<file path="src/rtl/debounce_bank.sv">
// N-channel push-button debouncer: 2-flop synchroniser, stable-time filter and press/release/long-press FSM per channel.
// Define DEBOUNCE_REPEAT_EN to build the auto-repeat counter that drives rpt after a long press.
module debounce_bank #(
    parameter int N             = 4,
    parameter int STABLE_CYCLES = 500000,
    parameter int HOLD_CYCLES   = 50000000,
    parameter int REPEAT_CYCLES = 10000000,
    parameter bit ACTIVE_LOW    = 1'b0
) (
    input  logic         clk,
    input  logic         rst_n,
    input  logic [N-1:0] in,
    output logic [N-1:0] level,
    output logic [N-1:0] press,
    output logic [N-1:0] rel,
    output logic [N-1:0] hold,
    output logic [N-1:0] rpt
);

    localparam int CW   = $clog2(STABLE_CYCLES + 1);
    localparam int HMAX = (HOLD_CYCLES > REPEAT_CYCLES) ? HOLD_CYCLES : REPEAT_CYCLES;
    localparam int HW   = $clog2(HMAX + 1);

    typedef enum logic [1:0] {
        IDLE    = 2'd0,
        PRESSED = 2'd1,
        HELD    = 2'd2
    } state_t;

    genvar gi;
    generate
        for (gi = 0; gi < N; gi++) begin : g_chan
            logic          s1_reg;
            logic          s2_reg;
            logic          level_reg;
            logic [CW-1:0] cnt_reg;
            logic          upd;
            logic          rise_upd;
            logic          fall_upd;
            state_t        state_reg;
            state_t        state_next;
            logic [HW-1:0] hcnt_reg;
            logic [HW-1:0] hcnt_next;
            logic          press_reg;
            logic          press_next;
            logic          rel_reg;
            logic          rel_next;
            logic          hold_reg;
            logic          hold_next;

            // Level only flips after sync has disagreed with it for STABLE_CYCLES consecutive cycles.
            always_ff @(posedge clk or negedge rst_n) begin
                if (!rst_n) begin
                    s1_reg    <= 1'b0;
                    s2_reg    <= 1'b0;
                    level_reg <= 1'b0;
                    cnt_reg   <= '0;
                end else begin
                    s1_reg <= in[gi] ^ ACTIVE_LOW;
                    s2_reg <= s1_reg;
                    if (s2_reg == level_reg) begin
                        cnt_reg <= '0;
                    end else if (cnt_reg == CW'(STABLE_CYCLES - 1)) begin
                        level_reg <= s2_reg;
                        cnt_reg   <= '0;
                    end else begin
                        cnt_reg <= cnt_reg + 1'b1;
                    end
                end
            end

            assign upd      = (s2_reg != level_reg) && (cnt_reg == CW'(STABLE_CYCLES - 1));
            assign rise_upd = upd & s2_reg;
            assign fall_upd = upd & ~s2_reg;

            always_ff @(posedge clk or negedge rst_n) begin
                if (!rst_n) begin
                    state_reg <= IDLE;
                    hcnt_reg  <= '0;
                    press_reg <= 1'b0;
                    rel_reg   <= 1'b0;
                    hold_reg  <= 1'b0;
                end else begin
                    state_reg <= state_next;
                    hcnt_reg  <= hcnt_next;
                    press_reg <= press_next;
                    rel_reg   <= rel_next;
                    hold_reg  <= hold_next;
                end
            end

            always_comb begin
                state_next = state_reg;
                hcnt_next  = hcnt_reg;
                case (state_reg)
                    IDLE: begin
                        if (rise_upd) begin
                            state_next = PRESSED;
                            hcnt_next  = '0;
                        end
                    end
                    PRESSED: begin
                        if (fall_upd) begin
                            state_next = IDLE;
                        end else if (hcnt_reg == HW'(HOLD_CYCLES - 1)) begin
                            state_next = HELD;
                            hcnt_next  = '0;
                        end else begin
                            hcnt_next = hcnt_reg + 1'b1;
                        end
                    end
                    HELD: begin
                        if (fall_upd) begin
                            state_next = IDLE;
`ifdef DEBOUNCE_REPEAT_EN
                        end else if (hcnt_reg == HW'(REPEAT_CYCLES - 1)) begin
                            hcnt_next = '0;
                        end else begin
                            hcnt_next = hcnt_reg + 1'b1;
`else
                        end else begin
                            hcnt_next = '0;
`endif
                        end
                    end
                    default: begin
                        state_next = IDLE;
                        hcnt_next  = '0;
                    end
                endcase
            end

            // A falling update wins over a coinciding hold/repeat terminal count.
            always_comb begin
                press_next = (state_reg == IDLE) && rise_upd;
                rel_next   = (state_reg != IDLE) && fall_upd;
                hold_next  = (state_reg == PRESSED) && !fall_upd &&
                             (hcnt_reg == HW'(HOLD_CYCLES - 1));
            end

`ifdef DEBOUNCE_REPEAT_EN
            logic rpt_reg;
            logic rpt_next;

            assign rpt_next = (state_reg == HELD) && !fall_upd &&
                              (hcnt_reg == HW'(REPEAT_CYCLES - 1));

            always_ff @(posedge clk or negedge rst_n) begin
                if (!rst_n) begin
                    rpt_reg <= 1'b0;
                end else begin
                    rpt_reg <= rpt_next;
                end
            end

            assign rpt[gi] = rpt_reg;
`else
            assign rpt[gi] = 1'b0;
`endif

            assign level[gi] = level_reg;
            assign press[gi] = press_reg;
            assign rel[gi]   = rel_reg;
            assign hold[gi]  = hold_reg;
        end
    endgenerate

endmodule

</file>
<file path="config.mk">
export PLATFORM = sky130hd
export DESIGN_NAME = debounce_bank
export DESIGN_NICKNAME = d
export VERILOG_FILES = /design/src/rtl/debounce_bank.sv
export SDC_FILE = /design/constraint.sdc
export NUM_CORES = 1
export LEC_CHECK = 0
export BUFFER_PORTS_ARGS = -buffer_cell sky130_fd_sc_hd__buf_2
export CORE_MARGIN = 2
export CORE_UTILIZATION = 57
export CTS_CLUSTER_SIZE = 30
export DETAILED_ROUTE_END_ITERATION = 8
export PLACE_DENSITY = 0.75
export SLEW_MARGIN = 0
export SYNTH_ARGS = -nofsm -noshare
export SYNTH_HDL_FRONTEND = slang
export SYNTH_SLANG_ARGS = --single-unit
</file>
<file path="constraint.sdc">
create_clock -name clk -period 2.5 [get_ports clk]
set_input_delay 0.125 -clock clk [delete_from_list [all_inputs] [get_ports clk]]
set_output_delay 0.125 -clock clk [all_outputs]
set_load 0.005 [all_outputs]
</file>
# == Word level (Yosys, flattened, before mapping) ==
# Index checks and enable logic that the tools add are counted.
# word_totals
regBits,212
latchBits,0
mem_bits_rw,0
rom_bits,0
inputBits,6
out_inout_bits,20
wordCells,196
memories,0
# op_classes
add_sub_neg,8
mul,0
n_div,0
order_cmp,0
eq_ne,44
shift,0
n_mux,48
bitwise_logic,16
n_reduce_logical,44
# ops
op,n
$mux 26,16
$pmux 26 s3,4
$mux 19,8
$add 26x1->26 const B,4
$eq 26x26->1 const B,4
$add 19x1->19 const B,4
$eq 19x19->1 const B,4
$mux 2,16
$ne 2x2->1 const B,16
$pmux 2 s3,4
$reduce_and 3->1,8
$logic_and 1x1->1,20
$ne 3x3->1 const B,4
$and 1x1->1,8
$eq 2x1->1 const B,4
$eq 2x2->1 const B,4
$logic_not 2->1,4
$not 1->1,8
$reduce_and 2->1,4
$reduce_bool 2->1,4
$eq 1x1->1,4
$logic_not 1->1,4
$ne 1x1->1,4

# == Logic depth before layout (Yosys ltp) ==
# Gate-level depths: netlist of run 1.
# logic_depth
word_depth,6
mapped_depth,10
depth_no_buf,7

# == Least setup slack after synthesis of run 1 ==
# Ideal clock, no wire load.
# synth_timing
kind,reg-to-reg
start,reg g_chan[3].hcnt_reg[0]
end,reg g_chan[3].hcnt_reg[21]
setup_ns,0.119
arrival_time_ns,2.198
required_ns,2.381
slack_ns,0.183
stages_incl_launch_ff,9
path_buffers,2
synth_period_minus_slack_ns,2.317
path_cell_list,dfrtp_1 -> ha_1 -> nand3_1 -> or4_1 -> o31ai_4 -> and3_1 -> buf_2 -> buf_4 -> nor2_1
# synth_via
elab_chain_cells,4
word_cells_on_any_way,5
cone_classes,add/sub (1); eq/ne (1); mux (3)
# synth_rtl
item,line,rtl
"start, declared",42,logic [HW-1:0] hcnt_reg;
"start signal, assigned",85,hcnt_reg <= hcnt_next;
$add 26x1->26 / $eq 26x26->1 (equally long branches),"109, 105",
$mux 26 *,105,end else if (hcnt_reg == HW'(HOLD_CYCLES - 1)) begin
$mux 26 *,103,if (fall_upd) begin
$pmux 26 s3 *,95,case (state_reg)
# Mark *: on every way between the ends. The rest lies on a longest branch, timed or not. The select of a mux whose other input is x is not followed.
# A chain may end at the register's enable or synchronous reset.

# == Final worst setup path of run 1 ==
# layout_timing
start,reg g_chan[3].cnt_reg[7]
end,reg g_chan[3].hcnt_reg[10]
# layout_via
elab_chain_cells,5
word_cells_on_any_way,8
cone_classes,eq/ne (4); bitwise (2); reduce/logical (2)
# layout_rtl
item,line,rtl
"start, declared",36,logic [CW-1:0] cnt_reg;
"start signal, assigned",67,cnt_reg <= cnt_reg + 1'b1;
$eq 19x19->1 *,72,assign upd = (s2_reg != level_reg) && (cnt_reg == CW'(STABLE_CYCLES - 1));
$logic_and 1x1->1 *,72,
$and 1x1->1 (on tied branches),"74, 73",
$ne 2x2->1 (no source line),n/a,
$reduce_and 3->1 (no source line) *,n/a,
# Mark *: on every way between the ends. The rest lies on a longest branch, timed or not.

==> results of run 1 <==
## layer usage
metal | up-vias | routed length [µm] | track usage
li1 | 4381 | - | -
met1 | 4304 | 10900 | 0.329
met2 | 168 | 10500 | 0.364
met3 | 33 | 819 | 0.0305
met4 | 0 | 468 | 0.0552
met5 | - | 0 | 0
## Yosys cell counts, types with 2 or more instances
library cell  number  area, µm²
mux2_2             2       22.5
o41ai_1            8       70.1
xor2_1            50        438
or4_1              4       30.0
o21ai_0           91        455
nor4bb_1           3       30.0
a31oi_1           15       93.8
o31ai_1           31        233
o21ai_1            9       45.0
and2_1            11       68.8
nand2b_1          10       62.6
or3_1              7       43.8
a21oi_1           33        165
nor4b_1            8       70.1
buf_2              8       40.0
and3_1            34        213
nand4b_1           6       52.6
a22o_1             4       35.0
a41oi_1            4       35.0
ha_1               8        100
dfrtp_1          212       5310
nor4_1            22        138
nand3_1           64        320
and4_1            20        175
xnor2_1           46        403
nor3_1            36        180
nand2_1          103        387
clkbuf_1          32        120
or2_2              6       37.5
or4b_2             4       40.0
o22a_1             3       26.3
mux2i_1            2       20.0
buf_4             21        158
nand4_1           51        319
inv_1             22       82.6
nor2_1           173        649
a21o_1             3       22.5
nor2b_1           15       93.8
## cell families after synthesis
| family | after synthesis |
|---|---|
| buffers and inverters | 84 |
| AND/OR/NAND/NOR | 585 |
| XOR/XNOR | 96 |
| adder cells (fa/ha/maj) | 9 |
| flip-flops | 212 |
| AO/OA/AOI/OAI | 215 |
| other | 1 |
| multiplexers | 4 |
## final timing paths
path,start,end,slack (ps),cells after the start
worst min-delay path,rst_n,g_chan[1].cnt_reg[14]$_DFF_PN0_,170,2
worst max-delay path,g_chan[3].cnt_reg[7]$_DFF_PN0_,g_chan[3].hcnt_reg[10]$_DFFE_PN0P_,140,6
worst min register to register,g_chan[3].s1_reg$_DFF_PN0_,g_chan[3].s2_reg$_DFF_PN0_,350,0
min in group clk,in[2],g_chan[2].s1_reg$_DFF_PN0_,240,2
worst max register to register,g_chan[3].cnt_reg[7]$_DFF_PN0_,g_chan[3].hcnt_reg[10]$_DFFE_PN0P_,140,6
max in group asynchronous,rst_n,g_chan[0].state_reg[0]$_DFFE_PN0P_,1530,3
## worst max-delay path: cells and delay by family (launching register included)
family | cells | cell delay [ps]
and+or+nand+nor | 3 | 1270
AOI/OAI and AO/OA | 3 | 550
DFF | 1 | 400
## layout by cell type, fill, tap and decap left out, types with 5 or more instances in the layout
master | netlist | routed
or2_2 | 6 | 6
nand4_1 | 51 | 51
nor2b_1 | 15 | 15
buf_2 | 8 | 20
o41ai_1 | 8 | 8
a21oi_1 | 33 | 33
ha_1 | 8 | 8
xor2_1 | 50 | 50
dlygate4sd3_1 | 0 | 5
nor2_1 | 173 | 173
nand3_1 | 64 | 64
xnor2_1 | 46 | 46
nor3_1 | 36 | 36
o21ai_1 | 9 | 9
clkbuf_16 | 0 | 25
nor4b_1 | 8 | 7
dfrtp_1 | 212 | 212
a31oi_1 | 15 | 15
nand2_1 | 103 | 103
o31ai_1 | 31 | 30
inv_1 | 22 | 22
nand4b_1 | 6 | 6
o21ai_0 | 91 | 91
and4_1 | 20 | 20
clkbuf_1 | 32 | 7
and3_1 | 34 | 34
buf_4 | 21 | 41
and2_1 | 11 | 11
nor4_1 | 22 | 21
nand2b_1 | 10 | 10
clkbuf_8 | 0 | 6
or3_1 | 7 | 7
## power by group
| part | switching (µW) | leakage, µW | internal (µW) |
|---|---|---|---|
| Clock | 1370 | 0.000389 | 2110 |
| Sequential | 23.2 | 0.00293 | 3450 |
| Combinational | 106 | 0.00198 | 37.6 |
## layout make-up
class	count	area, µm²	share of cell area
Tap cell	260	325	0.0263
Sequential cell	212	5310	0.429
Inverter	22	82.6	0.00668
Clock buffer	38	734	0.0594
Multi-Input combinational cell	913	5370	0.434
Timing Repair Buffer	68	493	0.0399
Clock inverter	6	57.6	0.00465
## through the flow
step / total power [µW] / util / setup WS (ps)
after floorplan: 3590 / - / 183
after global placement: 3680 / 0.611 / 209
after detailed placement: 3680 / 0.611 / 95.1
after CTS: 7180 / 0.656 / 109
after global routing: 7360 / 0.657 / 3.69
final: 7100 / 0.657 / 136
## repair_timing
action,in CTS,in global routing
setup endpoints to repair,0,26
hold buffers,5,0
resized for setup,0,3
hold endpoints to repair,84,0
==> impl_metrics.tcl, run 1 <==
set metrics [dict create \
    outcome "finished clean" \
    track_usage 0.227 \
    setup_violations 0 \
    routed_wl_um 22700 \
    grt_pass1_wl_um 39200 \
    grt_pass1_vias 8337 \
    drt_iter0_drc 573 \
    rsz0062_at_grt "no" \
    finalSetupTns_ps 0 \
    worstPathArrival_ps 2730 \
    crit_chain "or4b_2 -> nor3_4 -> a41oi_1 -> nor3_1 -> a311o_1 -> o311ai_0" \
    cts_tree "built" \
    worstSetupPathType "flop to flop" \
    grt_antenna_before_repair 0 \
    syn_inst 1206 \
    hold_slack_ps 168 \
    drcViolationCount 0 \
    finalClockSkew_ps 17.6 \
    cts_buffer_depth 3 \
    cp_max_fo 4 \
    ys_ff_latch 212 \
    final-hold-violation-count 0 \
    h-tree-depth 1 \
    die-area_um2 20500 \
    nFillCells 1533 \
    worst_pin_slew_ps 645 \
    post-route-min-period_ps 2360 \
    yosysWarnings 0 \
    drive_gt1_frac 0.0977 \
    synth-async-reset-ratio 1.00 \
    grt_start_max_net_pins 85 \
    diodes 0 \
    endpoint_kind "flop" \
    cp_data_required_time_ps 2870 \
    post-cts-setup-buffer-count 0 \
    ios 26 \
    synthSimpleGateAreaFrac 0.272 \
    seq_area_frac_synth 0.481 \
    ys_types 63 \
    largest_reg_flops 104 \
    avgSynthCellArea_um2 9.15 \
    gp_congestion 0.877 \
    cts-root-buf "clkbuf_16" \
    rows 50 \
    cts_sinks 212 \
    synth_edf_count 0 \
    grt-ovfl-total 0 \
    port_buffers 21 \
    antenna_left 0 \
    mappedNetlistArea_um2 11000 \
    cap_viol_max_count 0 \
    synth_compound_area_frac 0.121 \
    placed_cells 1470 \
    routedWlPerCell_um 15.0 \
    start_util 0.586 \
    synth-xor-area-share 0.0762 \
    stdcell_area_um2 12400 \
    max_freq_ghz 0.423 \
    hpwl_um 15300 \
    dpl_cell_area_um2 11500 \
    via_per_inst 5.85 \
    cp_slowest_cell "or4b_2" \
    slowest_delay_ps 710 \
    die_h_um 143 \
    core_area_um2 18800 \
    power_density_nw_per_um2 574 \
    area_growth_pct 12.1 \
    relSlewSlack 0.566 \
    ys.flop_type "dfrtp_1" \
    fin_nets 1255 \
    muxShareOfSynthArea 0.00385 \
    vdd_drop_max_uv 508 \
    synthAdderAreaFrac 0.00998 \
    p_leak_uw 0.00530 \
    dr.pass1.iters 5 \
    start_kind "flop" \
    clk_pin_slew_worst_paths_ps 60 \
    clk_latency_ps 520 \
    cts_buffers 24 \
    slew_violations 0 \
    synth_top_family_by_area "simple AND/OR/NAND/NOR gates" \
    final_cells 1519 \
    min_path_type "input port to async pin" \
    die_x_um 143 \
    finalCritPeriodShare 0.946 \
    vias 8886 \
]
Power figures use the tool's default switching activity.
==> run 2, diff against run 1 <==
--- a/config.mk
+++ b/config.mk
@@ -5,9 +5,10 @@
 export SDC_FILE = /design/constraint.sdc
 export NUM_CORES = 1
 export LEC_CHECK = 0
+export ABC_AREA = 1
 export BUFFER_PORTS_ARGS = -buffer_cell sky130_fd_sc_hd__buf_2
 export CORE_MARGIN = 2
-export CORE_UTILIZATION = 57
+export CORE_UTILIZATION = 58
 export CTS_CLUSTER_SIZE = 30
 export DETAILED_ROUTE_END_ITERATION = 8
 export PLACE_DENSITY = 0.75
==> run 2 against run 1 <==
  * Count of clock-buffer cells in the layout is 7 lower
  * Cell count grew 51%
  * Non-clock buffer count down 25
  * Die area rose by 17%
  * Register-to-register slack better by 170 ps
  * Synthesized cell count is 64% higher
  * Via count grew 38%
  * Critical path type unchanged
  * Fmax is 8.0% higher
==> impl_metrics.tcl, run 2 <==
set metrics [dict create \
    largest_reg_flops 104 \
    outcome "finished clean" \
    netlist.area_leader.share 0.401 \
    clk_pin_slew_worst_paths_ps 60 \
    endpoint_kind "flop" \
    drt_iter0_drc 727 \
    clk_latency_ps 510 \
    drcViolationCount 0 \
    mappedNetlistArea_um2 13200 \
    worst_pin_slew_ps 641 \
    port_buffers 21 \
    grt_pass1_vias 11500 \
    post-cts-setup-buffer-count 0 \
    finalWorstSetupSlack_ps 310 \
    cts_sinks 212 \
    min_path_type "input port to async pin" \
    cts_buffer_depth 3 \
    cts_repair_resize_count 0 \
    worstSetupPathType "flop to flop" \
    cp_max_fo 14 \
    finalSetupTns_ps 0 \
    ys.flop_type "dfrtp_1" \
    drive_gt1_frac 0.0567 \
    diodes 0 \
    die_h_um 155 \
    yosysWarnings 0 \
    post-route-min-period_ps 2190 \
    grt-ovfl-total 0 \
    core_area_um2 22500 \
    rows 55 \
    yosysTopAreaCell "dfrtp_1" \
    power_density_nw_per_um2 495 \
    yosys-top-cells-area "dfrtp_1, nand2_1, nor2_1" \
    final_cells 2296 \
    hpwl_um 22000 \
    area_growth_pct 8.30 \
    power_uw 7090 \
    synth-async-reset-ratio 1.00 \
    ff2ff_path_depth 10 \
    place_ws_ps 302 \
    setup_violations 0 \
    h-tree-depth 1 \
    final_cell_mix "nand2_1, nor2_1, dfrtp_1" \
    avgSynthCellArea_um2 6.68 \
    grt_pass1_wl_um 52300 \
    antenna_left 0 \
    rsz0062_at_grt "no" \
    cts-root-buf "clkbuf_16" \
    ys_top_cells_by_count "nand2_1, nor2_1, dfrtp_1" \
    ios 26 \
    placed_cells 2253 \
    via_per_inst 5.34 \
    cp_data_required_time_ps 2910 \
    slew_violations 0 \
    track_usage 0.256 \
    mostFrequentLayoutCell "nand2_1" \
    p_leak_uw 0.00609 \
    max_freq_ghz 0.457 \
    ctsHoldBuffers 5 \
    start_kind "flop" \
    routedWlPerCell_um 13.1 \
    worstPathArrival_ps 2600 \
    routed_wl_um 30000 \
    synth_edf_count 0 \
    yosys.cell_count.top_type "nand2_1" \
    die_x_um 155 \
    dr.pass1.iters 5 \
    seq_area_frac_synth 0.401 \
    finalClockSkew_ps 8.03 \
    vdd_drop_max_uv 410 \
    cap_viol_max_count 0 \
    vias 12300 \
    die-area_um2 24000 \
    start_util 0.587 \
    final-hold-violation-count 0 \
    ys_types 42 \
    syn_inst 1979 \
    fin_nets 2013 \
    grt_antenna_before_repair 0 \
    gp_congestion 0.952 \
    relSlewSlack 0.571 \
    cts_tree "built" \
    grt_start_max_net_pins 67 \
    finalCritPeriodShare 0.876 \
    cts_buffers 24 \
    ys_ff_latch 212 \
]
[run 2: cell count changes in the layout (fill, tap and decap cells not counted), sizes merged, moves of 19 or more]
| cell | change |
|---|---|
| and3 | -33 |
| and4 | -20 |
| buf | -25 |
| inv | +177 |
| nand2 | +554 |
| nand3 | +90 |
| nor2 | +216 |
| nor4 | -19 |
| o21ai | -31 |
| o21bai | +19 |
| o31ai | -32 |
| xnor2 | -39 |
[run 2: logic make-up (layout without fill, tap and decap cells)]
kind of cell	after synthesis	after routing	share of synthesized area
and+or+nand+nor	1338	1338	0.426
adders and majority gates	8	8	0.00757
buffers and inverters	252	281	0.0836
xor gates and xnor gates	39	39	0.0258
other	1	4	0.000284
AOI/OAI and AO/OA	129	129	0.0556
DFF	212	212	0.401
[run 2: power by group]
part / total, µW / switching [µW] / internal (µW) / leakage (µW)
sequential: 3470 / 16.2 / 3450 / 0.00293
clock: 3470 / 1390 / 2080 / 0.000368
combinational: 153 / 114 / 38.5 / 0.00279
total: 7090 / 1520 / 5570 / 0.00609
[run 2: critical path, cell delays in order, from the launching register on]
cell and delay [ps]:
dfrtp_1 440, ha_1 250, nand2_1 120, nor2_2 280, nand3b_1 130, nor2_1 120
nand2_1 340, nand3_1 210, nor2_1 60, nand2_1 70, nand2_1 50
[run 2: final cells by class]
type	instances	area, µm²
clock buffer	31	668
clock inverter	7	97.6
fill	2042	8190
inverter	200	751
multi-input combinational	1518	6820
sequential	212	5310
tap	285	357
timing repair buffer	43	318
[run 2: final timing paths]
kind	start	slack, ps	to
worst max register to register	g_chan[0].hcnt_reg[0]$_DFFE_PN0P_	310	g_chan[0].hcnt_reg[22]$_DFFE_PN0P_
worst min-delay path	rst_n	130	g_chan[1].cnt_reg[6]$_DFF_PN0_
max in group asynchronous	rst_n	1560	g_chan[3].cnt_reg[17]$_DFF_PN0_
worst max-delay path	g_chan[0].hcnt_reg[0]$_DFFE_PN0P_	310	g_chan[0].hcnt_reg[22]$_DFFE_PN0P_
min in group clk	in[0]	250	g_chan[0].s1_reg$_DFF_PN0_
worst min register to register	g_chan[0].s1_reg$_DFF_PN0_	360	g_chan[0].s2_reg$_DFF_PN0_
[run 2: stage by stage]
stage                     utilization  hold slack [ps]  area (µm²)
after floorplan                     -             -171       13200
after global placement          0.600             94.1       13500
after detailed placement        0.600             95.9       13500
after CTS                       0.636              134       14300
after global routing            0.636              162       14300
final                           0.636              134       14300
[run 2: per-layer routing]
metal  routed length, µm  global-route usage
met1               14100               0.354
met2               14000               0.436
met3                1470              0.0295
met4                 500              0.0600
met5                   0                   0
